`src/rtl/mips_trace_buffer.sv`:
```
// Per-PC instruction trace buffer with PC-match trigger and a show-ahead valid/ready dump port.
// Capture takes one cycle to reach count_o. Readout holds each head until accepted. Timestamps: MIPS_TRACE_TIMESTAMP_EN.
module mips_trace_buffer #(
  parameter int PC_WIDTH   = 16,
  parameter int DATA_WIDTH = 16,
  parameter int DEPTH      = 16,
  parameter int POST_TRIG  = 8
) (
  input  logic                   clk,
  input  logic                   rst_n,
  input  logic [PC_WIDTH-1:0]    pc_in,
  input  logic [DATA_WIDTH-1:0]  alu_in,
  input  logic                   arm,
  input  logic                   stop,
  input  logic                   trig_en,
  input  logic [PC_WIDTH-1:0]    trig_pc,
  output logic                   rd_valid,
  input  logic                   rd_ready,
  output logic [PC_WIDTH-1:0]    rd_pc,
  output logic [DATA_WIDTH-1:0]  rd_alu,
`ifdef MIPS_TRACE_TIMESTAMP_EN
  output logic [15:0]            rd_time,
`endif
  output logic [1:0]             state_o,
  output logic [$clog2(DEPTH):0] count_o,
  output logic                   overflow
);

  localparam int AW = $clog2(DEPTH);
  localparam int CW = AW + 1;
  localparam logic [CW-1:0] FULL_CNT  = CW'(DEPTH);
  localparam logic [CW-1:0] POST_LOAD = CW'(POST_TRIG);

  typedef enum logic [1:0] {
    S_IDLE  = 2'd0,
    S_ARMED = 2'd1,
    S_POST  = 2'd2,
    S_DUMP  = 2'd3
  } state_t;

  typedef struct packed {
    logic [PC_WIDTH-1:0]   pc;
    logic [DATA_WIDTH-1:0] alu;
`ifdef MIPS_TRACE_TIMESTAMP_EN
    logic [15:0]           ts;
`endif
  } entry_t;

  entry_t              mem [DEPTH];
  entry_t              wr_entry;
  entry_t              head;
  state_t              state;
  logic [AW-1:0]       wr_ptr;
  logic [AW-1:0]       rd_ptr;
  logic [CW-1:0]       count;
  logic [CW-1:0]       post_cnt;
  logic                first;
  logic [PC_WIDTH-1:0] last_pc;
  logic                capturing;
  logic                wr_en;
  logic                full;
  logic                trig_hit;

`ifdef MIPS_TRACE_TIMESTAMP_EN
  logic [15:0] ts;

  always_ff @(posedge clk or negedge rst_n) begin
    if (!rst_n) begin
      ts <= '0;
    end else if (arm) begin
      ts <= '0;
    end else begin
      ts <= ts + 16'd1;
    end
  end
`endif

  // arm suppresses the write: a restart discards anything sampled on that edge
  assign capturing = (state == S_ARMED) || (state == S_POST);
  assign wr_en     = capturing && !arm && (first || (pc_in != last_pc));
  assign full      = (count == FULL_CNT);
  assign trig_hit  = (state == S_ARMED) && wr_en && trig_en && (pc_in == trig_pc);

  always_comb begin
    wr_entry     = '0;
    wr_entry.pc  = pc_in;
    wr_entry.alu = alu_in;
`ifdef MIPS_TRACE_TIMESTAMP_EN
    wr_entry.ts  = ts;
`endif
  end

  always_ff @(posedge clk) begin
    if (wr_en) begin
      mem[wr_ptr] <= wr_entry;
    end
  end

  always_ff @(posedge clk or negedge rst_n) begin
    if (!rst_n) begin
      state    <= S_IDLE;
      count    <= '0;
      wr_ptr   <= '0;
      rd_ptr   <= '0;
      post_cnt <= '0;
      overflow <= 1'b0;
      first    <= 1'b0;
      last_pc  <= '0;
    end else if (arm) begin
      state    <= S_ARMED;
      count    <= '0;
      wr_ptr   <= '0;
      rd_ptr   <= '0;
      post_cnt <= '0;
      overflow <= 1'b0;
      first    <= 1'b1;
    end else begin
      case (state)
        S_ARMED, S_POST: begin
          if (wr_en) begin
            first   <= 1'b0;
            last_pc <= pc_in;
            wr_ptr  <= wr_ptr + 1'b1;
            // full buffer: drop the oldest entry by moving the read side along
            if (full) begin
              rd_ptr   <= rd_ptr + 1'b1;
              overflow <= 1'b1;
            end else begin
              count <= count + 1'b1;
            end
          end
          if (stop) begin
            state <= S_DUMP;
          end else if (state == S_ARMED) begin
            if (trig_hit) begin
              post_cnt <= POST_LOAD;
              state    <= (POST_TRIG == 0) ? S_DUMP : S_POST;
            end
          end else if (wr_en) begin
            post_cnt <= post_cnt - 1'b1;
            if (post_cnt == CW'(1)) begin
              state <= S_DUMP;
            end
          end
        end
        S_DUMP: begin
          if (count == '0) begin
            state <= S_IDLE;
          end else if (rd_ready) begin
            rd_ptr <= rd_ptr + 1'b1;
            count  <= count - 1'b1;
            if (count == CW'(1)) begin
              state <= S_IDLE;
            end
          end
        end
        default: ;
      endcase
    end
  end

  assign head     = mem[rd_ptr];
  assign rd_valid = (state == S_DUMP) && (count != '0);
  assign rd_pc    = rd_valid ? head.pc  : '0;
  assign rd_alu   = rd_valid ? head.alu : '0;
`ifdef MIPS_TRACE_TIMESTAMP_EN
  assign rd_time  = rd_valid ? head.ts  : '0;
`endif
  assign state_o  = state;
  assign count_o  = count;

endmodule

```
`config.mk`:
```
export PLATFORM = sky130hd
export DESIGN_NAME = mips_trace_buffer
export DESIGN_NICKNAME = d
export VERILOG_FILES = /design/src/rtl/mips_trace_buffer.sv
export SDC_FILE = /design/constraint.sdc
export NUM_CORES = 1
export LEC_CHECK = 0
export ABC_CLOCK_PERIOD_IN_PS = 8700
export BUFFER_PORTS_ARGS = -buffer_cell sky130_fd_sc_hd__buf_2
export CORE_UTILIZATION = 60
export CTS_BUF_LIST = sky130_fd_sc_hd__clkbuf_4 sky130_fd_sc_hd__clkbuf_8 sky130_fd_sc_hd__clkbuf_16
export DETAILED_ROUTE_END_ITERATION = 10
export PLACE_DENSITY = 0.83
export SYNTH_ARGS = -nofsm -noshare
export SYNTH_HDL_FRONTEND = slang
export SYNTH_SLANG_ARGS = --single-unit
```
`constraint.sdc`:
```
create_clock -name clk -period 8.7 [get_ports clk]
set_clock_uncertainty 0.15 [all_clocks]
set_input_delay 0.435 -clock clk [delete_from_list [all_inputs] [get_ports clk]]
set_output_delay 0.435 -clock clk [all_outputs]
set_load 0.01 [all_outputs]
```
==> out/metrics.cfg, run 1 <==
[setup_path]
cp-start-kind=flip-flop
critical_path_arrival_ns=3.93
required_ns=8.12
crit_start=rd_ptr[1]$_DFFE_PN0P_
r2r-start=state_o[0]$_DFFE_PN0P_
end_kind=primary output
cp_max_fo=80
endpoint=rd_pc[1]
r2r_end=mem[4][27]$_DFFE_PP_
reg2reg_depth=6
rrSetupSlack_ns=4.58
crit_type=flip-flop to primary output

[global_routing]
grt_util_all_layers_pct=27.8
grt_pass1_wl_um=72600
grt_remaining_overflow=0
grt_pass1_vias=11300
grt_max_degree=120
grt.busiest_layer=met2
antenna_found_initial=2
use_met1_pct=39.0
grt_use_met2_pct=44.9
grt_use_met3_pct=4.85

[die]
die_w_um=193
dieArea_um2=37300
die_height_um=193
start_util_pct=61.3
core_area_um2=35700
ios=95
rows=69

[synthesis]
synth-adder-area-share_pct=0.685
yosys_warnings=0
synth-xor-area-share_pct=1.40
syn_inst=1010
synthDistinctLibCells=49
synth_top_family_by_area=multiplexers
yosys.area_share.simple_pct=3.20
netlist_area_um2=21900
yosysSeqAreaShare_pct=74.5
synthArstFlopShare_pct=6.91
ys_seq_elements=550
synth_nets=1076
synth_ff_type=edfxtp_1
muxShareOfSynthArea_pct=17.7
syn_area_per_cell_um2=21.7
synth_edf_count=512
synth-compound-area-share_pct=1.32

[drt]
firstDrtPassIters=8
vias=11000
vias_per_cell=6.72
ant_nets=0
routed_wl_um=49700
drcViolationCount=20
wl_per_cell_um=30.4
first_iter_violations=1361

[timing]
rsz0062_at_grt=no
tns_ns=0
drv_slew=0
finalCriticalPeriod_ns=4.52
worst_pin_slew_ns=1.21
fin_crit_sh_pct=51.9
setup_viol=0
slew_headroom_pct=19.3
fmax_ghz=0.221
finalHoldViolations=0

[status]
violations=DRC
outcome=finished with violations

[clocking]
cts_setup_buffers=0
clk_latency_ns=0.59
cts_tree=done
clockBufferDepth=3
cts_root_buffer=clkbuf_16
cts_inserted_buffers=54
htree_levels=2
cts.sinks=550
clk_pin_slew_worst_paths_ns=0.07

[layout]
final_cell_mix=512 x edfxtp_1, 160 x mux4_2, 94 x buf_2
final_common_cell=edfxtp_1
nets=1194
finalInstanceArea_um2=24800
drive_above_1_share_pct=35.0
fillers=2081
multi_input_area_um2=5360
register_area_um2=16300
area_growth_pct=13.1

[placement]
dpl_cell_area_um2=22900
dp_hpwl_um=25000
port_buffers=94
gp_congestion=0.820

[power]
p_leak_uw=0.00798
power.total_uw=7000
p_per_area_nw_per_um2=283
max-vdd-ir-drop_mv=0.247

[worst_hold_path]
hold_path_class=input port to flip-flop

[flow_run]
cap_violations=0

-- per-layer routing --
layer	routed length, um	vias to the layer above
li1	-	4440
met1	18800	5749
met2	24600	702
met3	4750	95
met4	1500	2
met5	13	-
-- Yosys cell counts, drive strengths merged (2+ instances only) --
cell    instances  area, um2
edfxtp        512      15400
mux4          160       3600
nor2b          40        250
dfrtp          38        951
buf            26        128
clkbuf         25       93.8
mux2           23        259
xnor2          21        184
nor2           16       60.1
a21oi          14       70.1
xor2           14        123
inv            13       48.8
ha             12        150
o21ai          11       58.8
nor3           10       50.1
and2            7       43.8
nand3           7       35.0
and3            5       31.3
and4            4       35.0
nand4           4       25.0
nor4            4       25.0
or3             4       25.0
or4             4       30.0
a21o            3       22.5
a31oi           3       18.8
nand2           3       11.3
nand2b          3       18.8
nor3b           3       22.5
o22ai           3       18.8
nand3b          2       15.0
o41ai           2       17.5
or3b            2       17.5
-- cell type report --
| class | instances | share of cell area (%) |
|---|---|---|
| antenna | 1 | 0.0101 |
| clock buffer | 67 | 5.90 |
| clock inverter | 34 | 1.48 |
| inverter | 13 | 0.197 |
| multi-input combinational | 396 | 21.6 |
| sequential | 550 | 65.9 |
| tap | 461 | 2.33 |
| timing repair buffer | 113 | 2.54 |
-- state kept, by name, summed over array words and instances, names as in the netlist --
signal and count:
last_pc 16, overflow 1, mem 512, first 1
rd_ptr 4, wr_ptr 4, state_o 2, count_o 5
post_cnt 5
-- worst max-delay path, stage by stage (launching register included) --
cell	delay, ns
dfrtp_4	1.22
buf_4	0.76
mux4_2	0.44
mux4_2	0.48
nor2b_1	0.20
buf_2	0.19
-- stage by stage --
step | hold slack, ns | setup WS [ns] | std cells | utilization (%)
after floorplan | -0.0106 | 3.34 | 1010 | -
after global placement | 0.340 | 4.81 | 1532 | 64.2
after detailed placement | 0.350 | 4.71 | 1532 | 64.2
after CTS | 0.0235 | 4.17 | 1634 | 69.3
after global routing | 0.0350 | 4.08 | 1634 | 69.3
final | 0.0615 | 4.18 | 1635 | 69.3
-- worst min path at each step --
stage                      startpoint                endpoint  slack, ns  cells after the start
global route               alu_in[10]    mem[1][10]$_DFFE_PP_       0.03                      1
floorplan                       rst_n  count_o[0]$_DFFE_PN0P_      -0.01                      0
global placement    first$_DFFE_PN0P_       first$_DFFE_PN0P_       0.34                      1
detailed placement  first$_DFFE_PN0P_       first$_DFFE_PN0P_       0.35                      1
finish                     alu_in[10]    mem[0][10]$_DFFE_PP_       0.06                      1
CTS                        alu_in[10]    mem[0][10]$_DFFE_PP_       0.02                      1
-- repair_timing --
action | 4_1_cts | 5_1_grt
resized for setup | 0 | 0
setup endpoints to repair | 0 | 0
hold buffers | 1 | 0
endpoints found under the hold margin | 38 | 0
-- where the power goes --
group	switching, uW	total (uW)	internal (uW)	leakage [uW]
clock	992	2370	1380	0.000906
combinational	727	1440	710	0.00198
sequential	117	3190	3070	0.00509
-- cells by family (layout without fill, tap and decap cells) --
family	count (synthesis)	count (layout)
AO/OA/AOI/OAI	46	46
XOR/XNOR	35	35
adder cells (fa/ha/maj)	12	12
buffers and inverters	64	227
flip-flops	550	550
multiplexers	184	184
other	0	1
AND/OR/NAND/NOR	119	119
No activity file was read; power rests on OpenSTA's default activity.
==> run 2, diff against run 1 <==
--- a/config.mk
+++ b/config.mk
@@ -5,7 +5,8 @@
 export SDC_FILE = /design/constraint.sdc
 export NUM_CORES = 1
 export LEC_CHECK = 0
-export ABC_CLOCK_PERIOD_IN_PS = 8700
+export ABC_AREA = 1
+export ABC_CLOCK_PERIOD_IN_PS = 4600
 export BUFFER_PORTS_ARGS = -buffer_cell sky130_fd_sc_hd__buf_2
 export CORE_UTILIZATION = 60
 export CTS_BUF_LIST = sky130_fd_sc_hd__clkbuf_4 sky130_fd_sc_hd__clkbuf_8 sky130_fd_sc_hd__clkbuf_16
==> constraint.sdc (replaced) <==
create_clock -name clk -period 4.6 [get_ports clk]
set_clock_uncertainty 0.15 [all_clocks]
set_input_delay 0.23 -clock clk [delete_from_list [all_inputs] [get_ports clk]]
set_output_delay 0.23 -clock clk [all_outputs]
set_load 0.01 [all_outputs]
==> out/metrics.cfg, run 2 <==
[timing]
setup_viol=0  ; unchanged
slew_headroom_pct=17.1  ; was 19.3%
fin_crit_sh_pct=84.5
worst_pin_slew_ns=1.24  ; was 1.21 ns
drv_slew=0  ; unchanged
rsz0062_at_grt=no  ; unchanged
tns_ns=0  ; unchanged
fmax_ghz=0.257
finalCriticalPeriod_ns=3.89
finalHoldViolations=0  ; unchanged

[synthesis]
yosys_warnings=0  ; unchanged
synth_top_area_cell=edfxtp_1  ; unchanged
yosys.area.top_type_share_pct=67.0  ; was 70.2%
syn_inst=1934  ; was 1010
synth_edf_count=512  ; unchanged
netlist_top_cells_count=512 x edfxtp_1, 342 x nor2_1, 284 x o21ai_0  ; was 512 x edfxtp_1, 160 x mux4_2, 40 x nor2b_1
synthDistinctLibCells=37  ; was 49
ys_seq_elements=550  ; unchanged
syn_area_per_cell_um2=11.9  ; was 21.7 um2
netlist_area_um2=23000  ; was 21900 um2
yosysMostFrequentCell=edfxtp_1  ; unchanged
synthArstFlopShare_pct=6.91  ; unchanged
synth_area_leaders=edfxtp_1 67%, o21ai_0 6.2%, nor2_1 5.6%, nand2_1 4.5%, dfrtp_1 4.1%  ; was edfxtp_1 70%, mux4_2 16%, dfrtp_1 4.3%, mux2_2 1.2%, nor2b_1 1.1%
yosysSeqAreaShare_pct=71.1  ; was 74.5%
synth_ff_type=edfxtp_1  ; unchanged
synth_nets=2000  ; was 1076

[drt]
met3RoutedLength_um=5460  ; was 4750 um
m1WireLength_um=21700  ; was 18800 um
first_iter_violations=1959  ; was 1361
ant_nets=0  ; unchanged
drcViolationCount=0  ; was 20
topRoutingLayerUsed=met5  ; unchanged
firstDrtPassIters=5  ; was 8
wl_per_cell_um=22.0  ; was 30.4 um
routed_wl_um=56600  ; was 49700 um
wl_met2_um=27400  ; was 24600 um
vias_per_cell=6.18  ; was 6.72
vias=15900  ; was 11000

[layout]
top_register=mem  ; unchanged
reg.largest.list=mem x512, last_pc x16  ; unchanged
register_area_um2=16300  ; about the same
final_common_cell=edfxtp_1  ; unchanged
multi_input_area_um2=5830  ; was 5360 um2
antenna_cells=0  ; was 1
fillers=2532  ; was 2081
largest_reg_flops=512  ; unchanged
final_cell_mix=512 x edfxtp_1, 326 x nor2_1, 284 x o21ai_0  ; was 512 x edfxtp_1, 160 x mux4_2, 94 x buf_2
area_growth_pct=12.8  ; was 13.1%
drive_above_1_share_pct=11.9  ; was 35.0%
nets=2088  ; was 1194
final_util_pct=68.8  ; was 69.3%

[clocking]
cts_resized=0  ; unchanged
htree_levels=2  ; unchanged
cts.sinks=550  ; unchanged
cts_root_buffer=clkbuf_16  ; unchanged
cts_tree=done  ; unchanged
clockBufferDepth=3  ; unchanged
cts_inserted_buffers=52  ; was 54
clk_pin_slew_worst_paths_ns=0.06  ; was 0.07 ns
clk_latency_ns=0.58  ; was 0.59 ns

[die]
core_area_um2=37700  ; was 35700 um2
die_w_um=198  ; was 193 um
rows=71  ; was 69
die_height_um=198  ; was 193 um
dieArea_um2=39100  ; was 37300 um2
start_util_pct=61.0  ; was 61.3%
ios=95  ; unchanged

[setup_path]
cp_max_fo=85  ; was 80
path_cells=inv_2 > buf_12 > o21ai_0 > o22ai_1 > o21ai_0 > nand2_1 > nand2_1 > a31oi_1 > buf_2  ; was buf_4 > mux4_2 > mux4_2 > nor2b_1 > buf_2
r2r-start=state_o[0]$_DFFE_PN0P_  ; unchanged
crit_type=flip-flop to primary output  ; unchanged
slowest_delay_ns=0.82  ; was 1.22 ns
rrSetupSlack_ns=1.46  ; was 4.58 ns
crit_start=rd_ptr[1]$_DFFE_PN0P_  ; unchanged
path_buf_inv=3  ; was 2
critical_path_arrival_ns=3.51  ; was 3.93 ns
required_ns=4.22  ; was 8.12 ns
end_kind=primary output  ; unchanged
cp-start-kind=flip-flop  ; unchanged
path_delay_family=buffers and inverters  ; was flip-flops
r2r_end=mem[11][29]$_DFFE_PP_  ; was mem[4][27]$_DFFE_PP_
reg2reg_depth=7  ; was 6
slowest_stage=dfrtp_4  ; unchanged

[placement]
dp_hpwl_um=31000  ; was 25000 um
port_buffers=94  ; unchanged
gp_congestion=0.874  ; was 0.820

[global_routing]
grt_pass1_wl_um=87100  ; was 72600 um
grt_remaining_overflow=0  ; unchanged
grt_util_all_layers_pct=29.5  ; was 27.8%
grt_pass1_vias=15700  ; was 11300
grt_max_degree=261  ; was 120
antenna_found_initial=1  ; was 2

[worst_hold_path]
hold_path_class=input port to flip-flop  ; unchanged
worstHoldPathCells=2  ; was 1
min_to=mem[12][26]$_DFFE_PP_  ; was mem[0][10]$_DFFE_PP_
holdCritStartpoint=pc_in[10]  ; was alu_in[10]

[flow_run]
cap_violations=0  ; unchanged

[power]
p_leak_uw=0.00921  ; was 0.00798 uW
power.total_uw=14700  ; was 7000 uW
p_per_area_nw_per_um2=569  ; was 283 nW/um2
max-vdd-ir-drop_mv=0.466  ; was 0.247 mV

[status]
outcome=finished clean  ; was finished with violations

-- run 2: per-layer routing --
metal / up-vias / track usage [%]
li1: 7110 / -
met1: 7683 / 40.0
met2: 924 / 47.8
met3: 171 / 4.95
met4: 2 / 11.9
met5: - / 0
-- run 2: layout make-up --
cell class	instances	area share [%]
clock buffers	70	5.73
multi-input cells	1191	22.5
flip-flops and latches	550	63.1
repair buffers	153	4.29
inverters	74	1.09
well taps	511	2.47
clock inverters	22	0.821
-- run 2: report_power, final --
part | internal (uW) | switching [uW]
clock network | 2480 | 1790
registers | 5840 | 243
logic | 1300 | 3080
total | 9630 | 5110
-- run 2: how the worst max path moves through the flow --
stage          slack (ns)  cells past startpoint                    to
2_1_floorplan        1.22                      8  mem[11][0]$_DFFE_PP_
3_3_place_gp         1.37                     10  mem[8][22]$_DFFE_PP_
3_5_place_dp         1.31                     10  mem[8][28]$_DFFE_PP_
4_1_cts              0.81                      9              rd_pc[0]
5_1_grt              0.54                      9              rd_pc[0]
6_report             0.71                      9              rd_pc[0]
-- run 2: worst reg2reg max path, stage by stage, from the launching register on --
cell	delay, ns
dfrtp_1	0.41
ha_1	0.38
nor2_1	0.21
nand2_1	0.10
inv_1	0.20
nand2_1	0.31
nor2_4	0.70
buf_4	0.36
-- run 2: kinds of logic (layout without fill, tap and decap cells) --
group	Yosys count	in the layout	synth area share, %
xor+xnor	17	17	0.648
flops	550	550	71.1
buf+inv	193	319	4.03
compound gates	488	488	12.0
fa+ha+maj	12	12	0.654
simple gates	674	674	11.6
-- run 2: metrics by stage --
step / worst slack [ns] / cells / hold WS [ns] / instance area (um2)
final: 0.713 / 2571 / 0.108 / 25900
after floorplan: 1.22 / 1934 / -0.216 / 23000
after global placement: 1.37 / 2445 / 0.249 / 23900
after CTS: 0.808 / 2571 / 0.0769 / 25900
after detailed placement: 1.31 / 2445 / 0.264 / 23900
after global routing: 0.543 / 2571 / 0.0911 / 25900
-- run 2: repair_timing --
action,in CTS,in global routing
hold endpoints to repair,543,0
setup buffers,0,0
hold buffers,34,0
endpoints found under the setup margin,0,0
